<file path="config.mk">
export PLATFORM = sky130hd
export DESIGN_NAME = fifo_rd_arbiter
export DESIGN_NICKNAME = d
export VERILOG_FILES = /design/src/rtl/fifo_rd_arb_pkg.sv /design/src/rtl/fifo_rd_arbiter_rr_picker.sv /design/src/rtl/fifo_rd_arbiter.sv
export SDC_FILE = /design/constraint.sdc
export NUM_CORES = 1
export LEC_CHECK = 0
export BUFFER_PORTS_ARGS = -buffer_cell sky130_fd_sc_hd__buf_2
export CAP_MARGIN = 20
export CORE_UTILIZATION = 53
export CTS_BUF_LIST = sky130_fd_sc_hd__clkbuf_8
export DETAILED_ROUTE_END_ITERATION = 6
export PLACE_DENSITY = 0.77
export SLEW_MARGIN = 25
export SYNTH_ARGS = -nofsm -noshare
export SYNTH_HDL_FRONTEND = slang
export SYNTH_SLANG_ARGS = --single-unit
</file>
<file path="constraint.sdc">
create_clock -name RCLK -period 1.8 [get_ports RCLK]
set_input_delay 0.27 -clock RCLK [delete_from_list [all_inputs] [get_ports RCLK]]
set_output_delay 0.27 -clock RCLK [all_outputs]
set_load 0.01 [all_outputs]
</file>
<file path="src/rtl/fifo_rd_arb_pkg.sv">
// Shared types, defaults and index helpers for the FIFO read-port arbiter.
package fifo_rd_arb_pkg;

  typedef enum logic {
    IDLE  = 1'b0,
    BURST = 1'b1
  } arb_state_t;

  localparam int DEF_N_REQ      = 4;
  localparam int DEF_DATA_WIDTH = 8;
  localparam int DEF_BURST_LEN  = 4;
  localparam int DEF_STALL_MAX  = 8;

  // Widest requester vector the helpers support.
  localparam int MAX_REQ = 32;

  function automatic logic [MAX_REQ-1:0] idx_to_onehot(input int unsigned idx);
    return MAX_REQ'(1) << idx;
  endfunction

  function automatic int unsigned next_idx(input int unsigned idx, input int unsigned n);
    return (idx + 1 >= n) ? 0 : idx + 1;
  endfunction

endpackage

</file>
<file path="src/rtl/fifo_rd_arbiter_rr_picker.sv">
// Combinational round-robin picker: first asserted request at or after rr_ptr, wrapping.
module rr_picker
  import fifo_rd_arb_pkg::*;
#(
  parameter int N_REQ = DEF_N_REQ,
  parameter int IDX_W = $clog2(N_REQ)
) (
  input  logic [N_REQ-1:0] req,
  input  logic [IDX_W-1:0] rr_ptr,
  output logic             any,
  output logic [IDX_W-1:0] winner_idx,
  output logic [N_REQ-1:0] winner_onehot
);

  int               cand;
  logic [IDX_W-1:0] cand_idx;

  // NOTE: every output gets a default before the loop so no path leaves a latch.
  always_comb begin
    any        = 1'b0;
    winner_idx = '0;
    cand       = 0;
    cand_idx   = '0;
    for (int i = 0; i < N_REQ; i++) begin
      cand     = (int'(rr_ptr) + i) % N_REQ;
      cand_idx = IDX_W'(cand);
      if (!any && req[cand_idx]) begin
        any        = 1'b1;
        winner_idx = cand_idx;
      end
    end
    winner_onehot = any ? N_REQ'(idx_to_onehot(32'(winner_idx))) : '0;
  end

endmodule

</file>
<file path="src/rtl/fifo_rd_arbiter.sv">
// Round-robin burst arbiter sharing one async-FIFO read port among N_REQ consumers (RCLK domain).
module fifo_rd_arbiter
  import fifo_rd_arb_pkg::*;
#(
  parameter int N_REQ      = DEF_N_REQ,
  parameter int DATA_WIDTH = DEF_DATA_WIDTH,
  parameter int BURST_LEN  = DEF_BURST_LEN,
  parameter int STALL_MAX  = DEF_STALL_MAX
) (
  input  logic                     RCLK,
  input  logic                     RRSTn,
  input  logic [N_REQ-1:0]         req,
  input  logic                     fifo_empty,
  input  logic [DATA_WIDTH-1:0]    fifo_rdata,
  output logic                     fifo_read,
  output logic [N_REQ-1:0]         grant,
  output logic [DATA_WIDTH-1:0]    rd_data,
  output logic                     rd_valid,
  output logic [$clog2(N_REQ)-1:0] rd_dest,
  output logic                     burst_done
);

  localparam int IDX_W   = $clog2(N_REQ);
  localparam int BEAT_W  = $clog2(BURST_LEN + 1);
  localparam int STALL_W = $clog2(STALL_MAX + 1);

  arb_state_t         state_q, state_d;
  logic [N_REQ-1:0]   grant_q, grant_d;
  logic [IDX_W-1:0]   owner_q, owner_d;
  logic [IDX_W-1:0]   rr_ptr_q, rr_ptr_d;
  logic [BEAT_W-1:0]  beat_q, beat_d;
  logic [STALL_W-1:0] stall_q, stall_d;
  logic               burst_done_q, burst_done_d;
  logic               release_grant;

  logic               rd_valid_q;
  logic [IDX_W-1:0]   rd_dest_q;

  logic               pick_any;
  logic [IDX_W-1:0]   pick_idx;
  logic [N_REQ-1:0]   pick_onehot;

  rr_picker #(
    .N_REQ (N_REQ),
    .IDX_W (IDX_W)
  ) u_picker (
    .req           (req),
    .rr_ptr        (rr_ptr_q),
    .any           (pick_any),
    .winner_idx    (pick_idx),
    .winner_onehot (pick_onehot)
  );

  always_comb begin
    state_d       = state_q;
    grant_d       = grant_q;
    owner_d       = owner_q;
    rr_ptr_d      = rr_ptr_q;
    beat_d        = beat_q;
    stall_d       = stall_q;
    burst_done_d  = 1'b0;
    fifo_read     = 1'b0;
    release_grant = 1'b0;

    unique case (state_q)
      IDLE: begin
        if (pick_any) begin
          state_d = BURST;
          grant_d = pick_onehot;
          owner_d = pick_idx;
          beat_d  = '0;
          stall_d = '0;
        end
      end

      BURST: begin
        fifo_read = req[owner_q] & ~fifo_empty;

        if (fifo_read) begin
          beat_d  = beat_q + BEAT_W'(1);
          stall_d = '0;
        end else if (req[owner_q]) begin
          stall_d = stall_q + STALL_W'(1);
        end

        // Burst complete, consumer gone, or FIFO starved for too long.
        release_grant = !req[owner_q]
                      || (fifo_read && beat_q == BEAT_W'(BURST_LEN - 1))
                      || (fifo_empty && stall_q == STALL_W'(STALL_MAX - 1));

        if (release_grant) begin
          state_d      = IDLE;
          grant_d      = '0;
          beat_d       = '0;
          stall_d      = '0;
          burst_done_d = 1'b1;
          rr_ptr_d     = IDX_W'(next_idx(32'(owner_q), N_REQ));
        end
      end

      default: state_d = IDLE;
    endcase
  end

  // NOTE: sequential state uses non-blocking assignments so every register samples pre-edge values.
  always_ff @(posedge RCLK or negedge RRSTn) begin
    if (!RRSTn) begin
      state_q      <= IDLE;
      grant_q      <= '0;
      owner_q      <= '0;
      rr_ptr_q     <= '0;
      beat_q       <= '0;
      stall_q      <= '0;
      burst_done_q <= 1'b0;
    end else begin
      state_q      <= state_d;
      grant_q      <= grant_d;
      owner_q      <= owner_d;
      rr_ptr_q     <= rr_ptr_d;
      beat_q       <= beat_d;
      stall_q      <= stall_d;
      burst_done_q <= burst_done_d;
    end
  end

  // Return path: the FIFO presents data the cycle after the strobe, tagged with the owner at read time.
  always_ff @(posedge RCLK or negedge RRSTn) begin
    if (!RRSTn) begin
      rd_valid_q <= 1'b0;
      rd_dest_q  <= '0;
    end else begin
      rd_valid_q <= fifo_read;
      if (fifo_read) rd_dest_q <= owner_q;
    end
  end

  assign grant      = grant_q;
  assign burst_done = burst_done_q;
  assign rd_valid   = rd_valid_q;
  assign rd_dest    = rd_dest_q;
  assign rd_data    = rd_valid_q ? fifo_rdata : '0;

endmodule

</file>
==> metrics, run 1 <==
critical path's slowest cell dfrtp_2; Final Hold Vio Count 0; core box area 1960 sq um; Cell variety after synth 37; Slew headroom 70.4%; Post-synth top cells dfrtp_1, inv_1, and2_1; CP Capture Type primary output; CTS Root Cell clkbuf_8; Final Util 70.2%; Setup Buffers After CTS 0; critical-path cell list mux2i_2 > o22a_2 > nor2_4 > buf_2; Area growth syn-to-layout 24.2%; drt total wl 2280 um; CP top delay family flip-flops; Yosys reg bits 20; final slew viol count 0; area post-placement 1290 sq um; H-tree levels 1; Port Buffers 31; final setup violation count 0; Bufs on Longest Clock Path 2; drt wl/cell 13.7 um; Seq/Total Area, Yosys 45.1%; WHS 324 ps; Final Critical Period 1750 ps; TritonCTS Sinks 20; GPL Wtd Cong 0.767; CTS tree yes; Total Routing Usage GR 20.8%; antenna violations before repair 0; Synth Flop Type dfrtp_1; critical path startpoint category flop; leakage 0.677 nW; cell with the most instances after synthesis dfrtp_1; final instance area 1380 sq um; pwr/cell area 1430 nW/um^2; Max Cap Viol 0; WP data required 1530 ps; routed vias 934; post-synth net total 123; HPWL after detailed placement 1690 um; critical path type reg -> out; critical path arrival 1480 ps; drt drc 0; NumNets Final 160; pre-CTS setup slack 210 ps; Syn Inst Count 104; Peak VDD IR 855 uV; Syn Area/Cell 10.7 sq um; # diodes 0; share of cells above drive strength 1 37.9%; Skew-Pair Late Insertion Delay 260 ps; max incr delay on CP 430 ps; vias in the first global route 798; Pre-antenna DRT Iters 4; number of buffers created by CTS 3; Initial Utilization 56.5%; DR vias/cell 5.59; met3 usage 3.40%; worst clock skew 1.84 ps; Hold Crit Class in -> reg; Overflow after GRT 0; final critical-path share of the clock period 97.1%; post-route setup slack 51.7 ps; GR Util met1 25.5%; TNS Setup 0 ps; row count 16; area share of the largest cell type after synthesis 45.1%; largest net degree at the start of global routing 21; GRT met2 Usage 37.3%; register clock-pin slew on the reported worst setup and hold paths 70 ps; num ports 32; most area-consuming cells after synthesis dfrtp_1, and2_1, ha_1, mux2_4, inv_1; die area 2280 sq um; number of synthesized flops with an enable pin 0; RSZ-0062 raised after global routing no; Async S/R FF share, synth 100%; Netlist Area Pre-Place 1110 sq um; critical path peak fanout 5; GRT Max-Usage Layer met2; status complete, no violations; Worst Path Buf+Inv 1; measured slew at the worst slew-check pin 444 ps; die height 47.7 um; Fmax 0.572 GHz; synth warn 0; first-pass GRT wire length 3300 um; Die Wd 47.7 um; Detail Route Antenna Nets 0; post-synth top area cell dfrtp_1; DR iter-0 viols 14
## layer usage
metal | share of wire (%) | vias up
met2 | 50 | 32
met3 | 5.7 | 4
met1 | 44 | 451
met4 | 1.0 | 0
li1 | - | 447
met5 | 0 | -
## kinds of logic after synthesis
group	count (synthesis)	synth area share, %
AO/OA/AOI/OAI	26	17.3
adder cells (fa/ha/maj)	4	4.51
buffers and inverters	10	4.06
flip-flops	20	45.1
multiplexers	10	11.9
AND/OR/NAND/NOR	34	17.2
## cell usage in the layout (no fill, tap or decap), drive strengths merged, types with 3 or more instances in the layout
cell type / netlist / final
a21oi: 3 / 3
buf: 0 / 32
and2: 8 / 8
inv: 9 / 9
clkbuf: 0 / 4
mux2i: 4 / 4
o21ai: 4 / 4
nand2: 4 / 4
o22ai: 4 / 4
dfrtp: 20 / 20
nor2: 7 / 7
mux2: 6 / 6
ha: 4 / 4
## stage by stage
stage / cells / total power, W
2_1_floorplan: 104 / 0.00133
3_3_place_gp: 162 / 0.00155
3_5_place_dp: 162 / 0.00159
4_1_cts: 167 / 0.00196
5_1_grt: 167 / 0.00211
6_report: 167 / 0.00196
## sequential cells by signal, indices dropped and copies added (netlist names)
name / cells
beat_q: 3
burst_done: 1
grant: 4
owner_q: 2
rd_dest: 2
rd_valid: 1
rr_ptr_q: 2
stall_q: 4
state_q: 1
## power breakdown
part	leakage [nW]	internal, W	total [W]	switching, W
Clock	0.0288	0.000195	0.000336	0.000141
Sequential	0.259	0.000610	0.000783	0.000173
Combinational	0.389	0.000441	0.000842	0.000402
Total	0.677	0.00125	0.00196	0.000716
## path summary, 6_finish.rpt
kind                                 start          end  cells after the start  slack, ps
max in group asynchronous            RRSTn   owner_q[1]                      2        970
worst max-delay path            owner_q[1]    fifo_read                      4         50
worst min register to register    grant[1]     grant[1]                      1        500
worst min-delay path            fifo_empty     rd_valid                      2        320
min in group asynchronous            RRSTn   stall_q[0]                      2        490
worst max register to register   beat_q[0]  rr_ptr_q[0]                      6        190
## area by class of cell
type                            instances  area, sq um
Fill cell                             174          586
Multi-Input combinational cell         74          578
Sequential cell                        20          503
Timing Repair Buffer                   33          173
Clock buffer                            4         55.1
Inverter                                9         33.8
Tap cell                               27         33.8
## repair_timing
| item | in CTS | in global routing |
|---|---|---|
| endpoints found under the hold margin | 20 | 0 |
| resized for setup | 3 | 3 |
| endpoints found under the setup margin | 1 | 1 |
| hold buffers | 1 | 0 |
Power figures use the tool's default switching activity.
==> inputs of run 2 (changes only) <==
--- a/config.mk
+++ b/config.mk
@@ -11,6 +11,7 @@
 export CTS_BUF_LIST = sky130_fd_sc_hd__clkbuf_8
 export DETAILED_ROUTE_END_ITERATION = 6
 export PLACE_DENSITY = 0.77
+export REMOVE_ABC_BUFFERS = 1
 export SLEW_MARGIN = 25
 export SYNTH_ARGS = -nofsm -noshare
 export SYNTH_HDL_FRONTEND = slang
==> run 2 against run 1 <==
- cell count stayed put
- flip-flop and latch count did not move
- global-route usage up 1.0 points
- register-to-register slack about the same
- critical endpoint unchanged
- non-clock buffer count is the same
- clock power rose by 1%
- worst setup slack lost 3.4 ps
==> metrics, run 2 (synthesis results as in run 1) <==
status complete, no violations; Register Area 504 sq um; Slew headroom 69.8%; final slew viol count 0; pre-CTS setup slack 177 ps; drt drc 0; die area 2280 sq um; critical-path cell list mux2i_4 > o22a_4 > nor2_4 > buf_6; share of cells above drive strength 1 38.6%; post-route setup slack 48.3 ps; Max Cap Viol 0; critical path startpoint category flop; Detail Route Antenna Nets 0; Overflow after GRT 0; NumNets Final 160; largest net degree at the start of global routing 21; Peak VDD IR 875 uV; multi-input logic area 603 sq um; vias in the first global route 826; critical path's slowest cell dfrtp_2; max incr delay on CP 480 ps; FILL cells 158; Die Wd 47.7 um; HPWL after detailed placement 1690 um; CP Capture Type primary output; pwr/cell area 1440 nW/um^2; critical path arrival 1480 ps; critical path type reg -> out; Fmax 0.571 GHz; Area growth syn-to-layout 27.1%; drt wl/cell 14.2 um; register clock-pin slew on the reported worst setup and hold paths 70 ps; Power Total 0.00203 W; Final Util 71.8%; number of buffers created by CTS 3; Pre-antenna DRT Iters 4; DR vias/cell 5.66; Total Routing Usage GR 21.9%; measured slew at the worst slew-check pin 453 ps; DR iter-0 viols 14; CTS tree yes; WP data required 1530 ps; first-pass GRT wire length 3510 um; commonest non-fill, non-tap cells in the layout buf_2, dfrtp_1, inv_1; most common cell after layout, fill and taps aside buf_2; leakage 0.680 nW; Bufs on Longest Clock Path 2; row count 16; dpl cells 162; drt total wl 2370 um; final critical-path share of the clock period 97.3%; die height 47.7 um; antenna violations before repair 0; worst clock skew 1.25 ps; core box area 1960 sq um; critical path peak fanout 5; CTS Root Cell clkbuf_8; Hold Crit Class in -> reg; Final Hold Vio Count 0; routed vias 946; final instance area 1410 sq um; Port Buffers 31; Initial Utilization 56.5%; Skew-Pair Late Insertion Delay 260 ps; num ports 32; Final Critical Period 1750 ps; GPL Wtd Cong 0.774; TritonCTS Sinks 20; post-route insts no fill 167; H-tree levels 1; # diodes 0; area post-placement 1290 sq um; Setup Buffers After CTS 0; final setup violation count 0
==> run 2: cell counts in the layout (fill, tap and decap cells not counted) <==
Identical to the previous run, type by type.
==> run 2: per-stage QoR <==
stage                     TNS, ps  hold WS (ps)
after floorplan                 0         -25.6
after global placement          0           235
after detailed placement        0           243
after CTS                       0           327
after global routing        -1.28           348
final                           0           328
==> run 2: layout make-up <==
type                    count  area share [%]
inverters                   9            2.40
multi-input cells          74            42.8
clock buffers               4            3.91
well taps                  27            2.40
repair buffers             33            12.7
flip-flops and latches     20            35.8
==> run 2: worst paths after layout <==
| path | from | endpoint | slack (ps) | cells past startpoint |
|---|---|---|---|---|
| worst max-delay path | owner_q[1] | fifo_read | 50 | 4 |
| worst min-delay path | fifo_empty | rd_valid | 330 | 2 |
| max in group asynchronous | RRSTn | owner_q[1] | 970 | 2 |
| worst max register to register | beat_q[0] | rr_ptr_q[1] | 180 | 6 |
| worst min register to register | beat_q[0] | beat_q[0] | 490 | 1 |
| min in group asynchronous | RRSTn | stall_q[0] | 490 | 2 |
==> run 2: repair_timing <==
item                                    in CTS  in global routing
hold buffers                                 1                  0
resized for setup                            4                  7
endpoints found under the hold margin       20                  0
endpoints found under the setup margin       1                  1
==> run 2: power breakdown <==
| group | leakage [nW] | internal, W | switching (W) |
|---|---|---|---|
| clock | 0.0288 | 0.000195 | 0.000146 |
| sequential | 0.258 | 0.000613 | 0.000187 |
| combinational | 0.394 | 0.000478 | 0.000411 |
==> run 2: metal layers <==
layer | track usage, % | vias to the layer above | wire length, um
met4 | 6.67 | 0 | 15
met3 | 1.13 | 2 | 141
met1 | 27.2 | 454 | 1030
li1 | - | 450 | -
met5 | 0 | - | 0
met2 | 40.5 | 40 | 1190
==> run 2: worst max-delay path: cells and delay by family (launching register included) <==
| kind | cells | cell delay [ps] |
|---|---|---|
| AO/OA/AOI/OAI | 1 | 280 |
| flip-flops | 1 | 480 |
| multiplexers | 1 | 220 |
| AND/OR/NAND/NOR | 1 | 120 |
| buffers and inverters | 1 | 120 |
==> inputs of run 3 (changes only) <==
--- a/config.mk
+++ b/config.mk
@@ -7,10 +7,12 @@
 export LEC_CHECK = 0
 export BUFFER_PORTS_ARGS = -buffer_cell sky130_fd_sc_hd__buf_2
 export CAP_MARGIN = 20
-export CORE_UTILIZATION = 53
+export CELL_PAD_IN_SITES_DETAIL_PLACEMENT = 1
+export CELL_PAD_IN_SITES_GLOBAL_PLACEMENT = 2
+export CORE_UTILIZATION = 33
 export CTS_BUF_LIST = sky130_fd_sc_hd__clkbuf_8
 export DETAILED_ROUTE_END_ITERATION = 6
-export PLACE_DENSITY = 0.77
+export PLACE_DENSITY = 0.78
 export REMOVE_ABC_BUFFERS = 1
 export SLEW_MARGIN = 25
 export SYNTH_ARGS = -nofsm -noshare
==> run 3 against run 2 <==
- flip-flop and latch count stayed put
- die area is 58% higher
- via count is 1.3% higher
- clock skew is 3.2 ps higher
- non-clock buffer count is 6 higher
- design area is 3.7% higher
- critical path type unchanged
- largest cell class unchanged
==> metrics, run 3 (synthesis results as in run 1) <==
status complete, no violations; Slew headroom 70.2%; Fmax 0.574 GHz; Skew-Pair Late Insertion Delay 260 ps; final setup violation count 0; combinational share of power 49.0%; HPWL after detailed placement 2030 um; Seq pwr share 37.1%; TritonCTS Sinks 20; Die Wd 60.0 um; Port Buffers 31; RSZ-0062 raised after global routing no; vias in the first global route 915; worst clock skew 4.45 ps; Final Hold Vio Count 0; DR vias/cell 5.07; measured slew at the worst slew-check pin 447 ps; core box area 3130 sq um; DR iter-0 viols 12; num ports 32; RR Endpoint rd_dest[1]; routed vias 958; pre-CTS setup slack 136 ps; Initial Utilization 35.4%; H-tree levels 1; switching share of power 36.9%; number of buffers created by CTS 3; WHS 439 ps; commonest non-fill, non-tap cells in the layout buf_2, dfrtp_1, inv_1; critical path startpoint category flop; NumNets Final 166; FILL cells 358; die area 3600 sq um; final slew viol count 0; drt drc 0; pwr/cell area 1420 nW/um^2; leakage 0.703 nW; CTS Root Cell clkbuf_8; WP data required 1530 ps; Worst Hold Depth 3; Peak VDD IR 804 uV; Register-to-Register Path Depth 5; critical path peak fanout 5; drt total wl 2650 um; Final Util 46.7%; Pre-antenna DRT Iters 4; antenna violations before repair 0; Final Critical Period 1740 ps; # diodes 0; critical path arrival 1470 ps; clock network fraction of design power 13.9%; register clock-pin slew on the reported worst setup and hold paths 70 ps; row count 20; most common cell after layout, fill and taps aside buf_2; Detail Route Antenna Nets 0; GPL Wtd Cong 0.813; post-route setup slack 56.6 ps; CP Capture Type primary output; Min-Delay Endpoint rd_valid; share of cells above drive strength 1 40.7%; Bufs on Longest Clock Path 2; die height 60.0 um; Hold Crit Class in -> reg; Internal Pwr Total 0.00131 W; r2r setup slk 150 ps; critical path type reg -> out; TNS Setup 0 ps; r2r startpoint owner_q[1]; Total Routing Usage GR 16.5%; Power Total 0.00207 W; first-pass GRT wire length 4200 um; Area growth syn-to-layout 31.8%; Overflow after GRT 0; Net Switching 0.000765 W; Max Cap Viol 0; final critical-path share of the clock period 96.9%; HP Start fifo_empty; drt wl/cell 14.0 um; largest net degree at the start of global routing 21; CTS tree yes
run 3: power groups by stage:
stage               sequential, W  combinational [W]  clock, W
floorplan                0.000778           0.000552         0
global placement         0.000767           0.000811         0
detailed placement       0.000786           0.000839         0
CTS                      0.000786           0.000866  0.000297
global route             0.000794            0.00110  0.000314
finish                   0.000770            0.00102  0.000287
run 3: metrics by stage:
stage	instance area (sq um)	std cells
floorplan	1100	103
global placement	1320	179
detailed placement	1320	179
CTS	1380	183
global route	1460	189
finish	1460	189
run 3: area by class of cell:
class | instances | area (sq um) | area share (%)
clock buffer | 3 | 41.3 | 2.83
inverter | 9 | 33.8 | 2.31
multi-input combinational | 74 | 603 | 41.3
sequential | 20 | 504 | 34.5
tap | 44 | 55.1 | 3.77
timing repair buffer | 39 | 224 | 15.3
run 3: timing repair:
item                                    CTS  global route
hold endpoints to repair                 20             0
endpoints found under the setup margin    1             1
gates cloned                              0             0
buffers inserted                          0             6
hold buffers                              1             0
gates resized for setup                   6             5
pin swaps                                 0             2
run 3: critical path, cell delays in order (launching register included):
cell and delay (ps):
dfrtp_2 460, mux2i_4 210, o22a_4 260, nor2_4 160, buf_6 120
run 3: layer usage:
layer  global-route usage (%)  up-vias  part of all wire, %
met5                        0        -                    0
met3                     4.55        4                  5.2
li1                         -      456                    -
met1                     18.8      469                   44
met2                     28.3       29                   50
met4                     7.97        0                  1.7
run 3: worst max-delay path by stage:
stage / from / endpoint / slack (ps) / cells after the start
after floorplan: owner_q[1] / rd_dest[1] / 230 / 4
after global placement: owner_q[0] / rd_dest[1] / 200 / 4
after detailed placement: owner_q[1] / rd_dest[1] / 140 / 4
after CTS: owner_q[1] / fifo_read / 30 / 4
after global routing: owner_q[1] / fifo_read / 10 / 4
final: owner_q[1] / fifo_read / 60 / 4
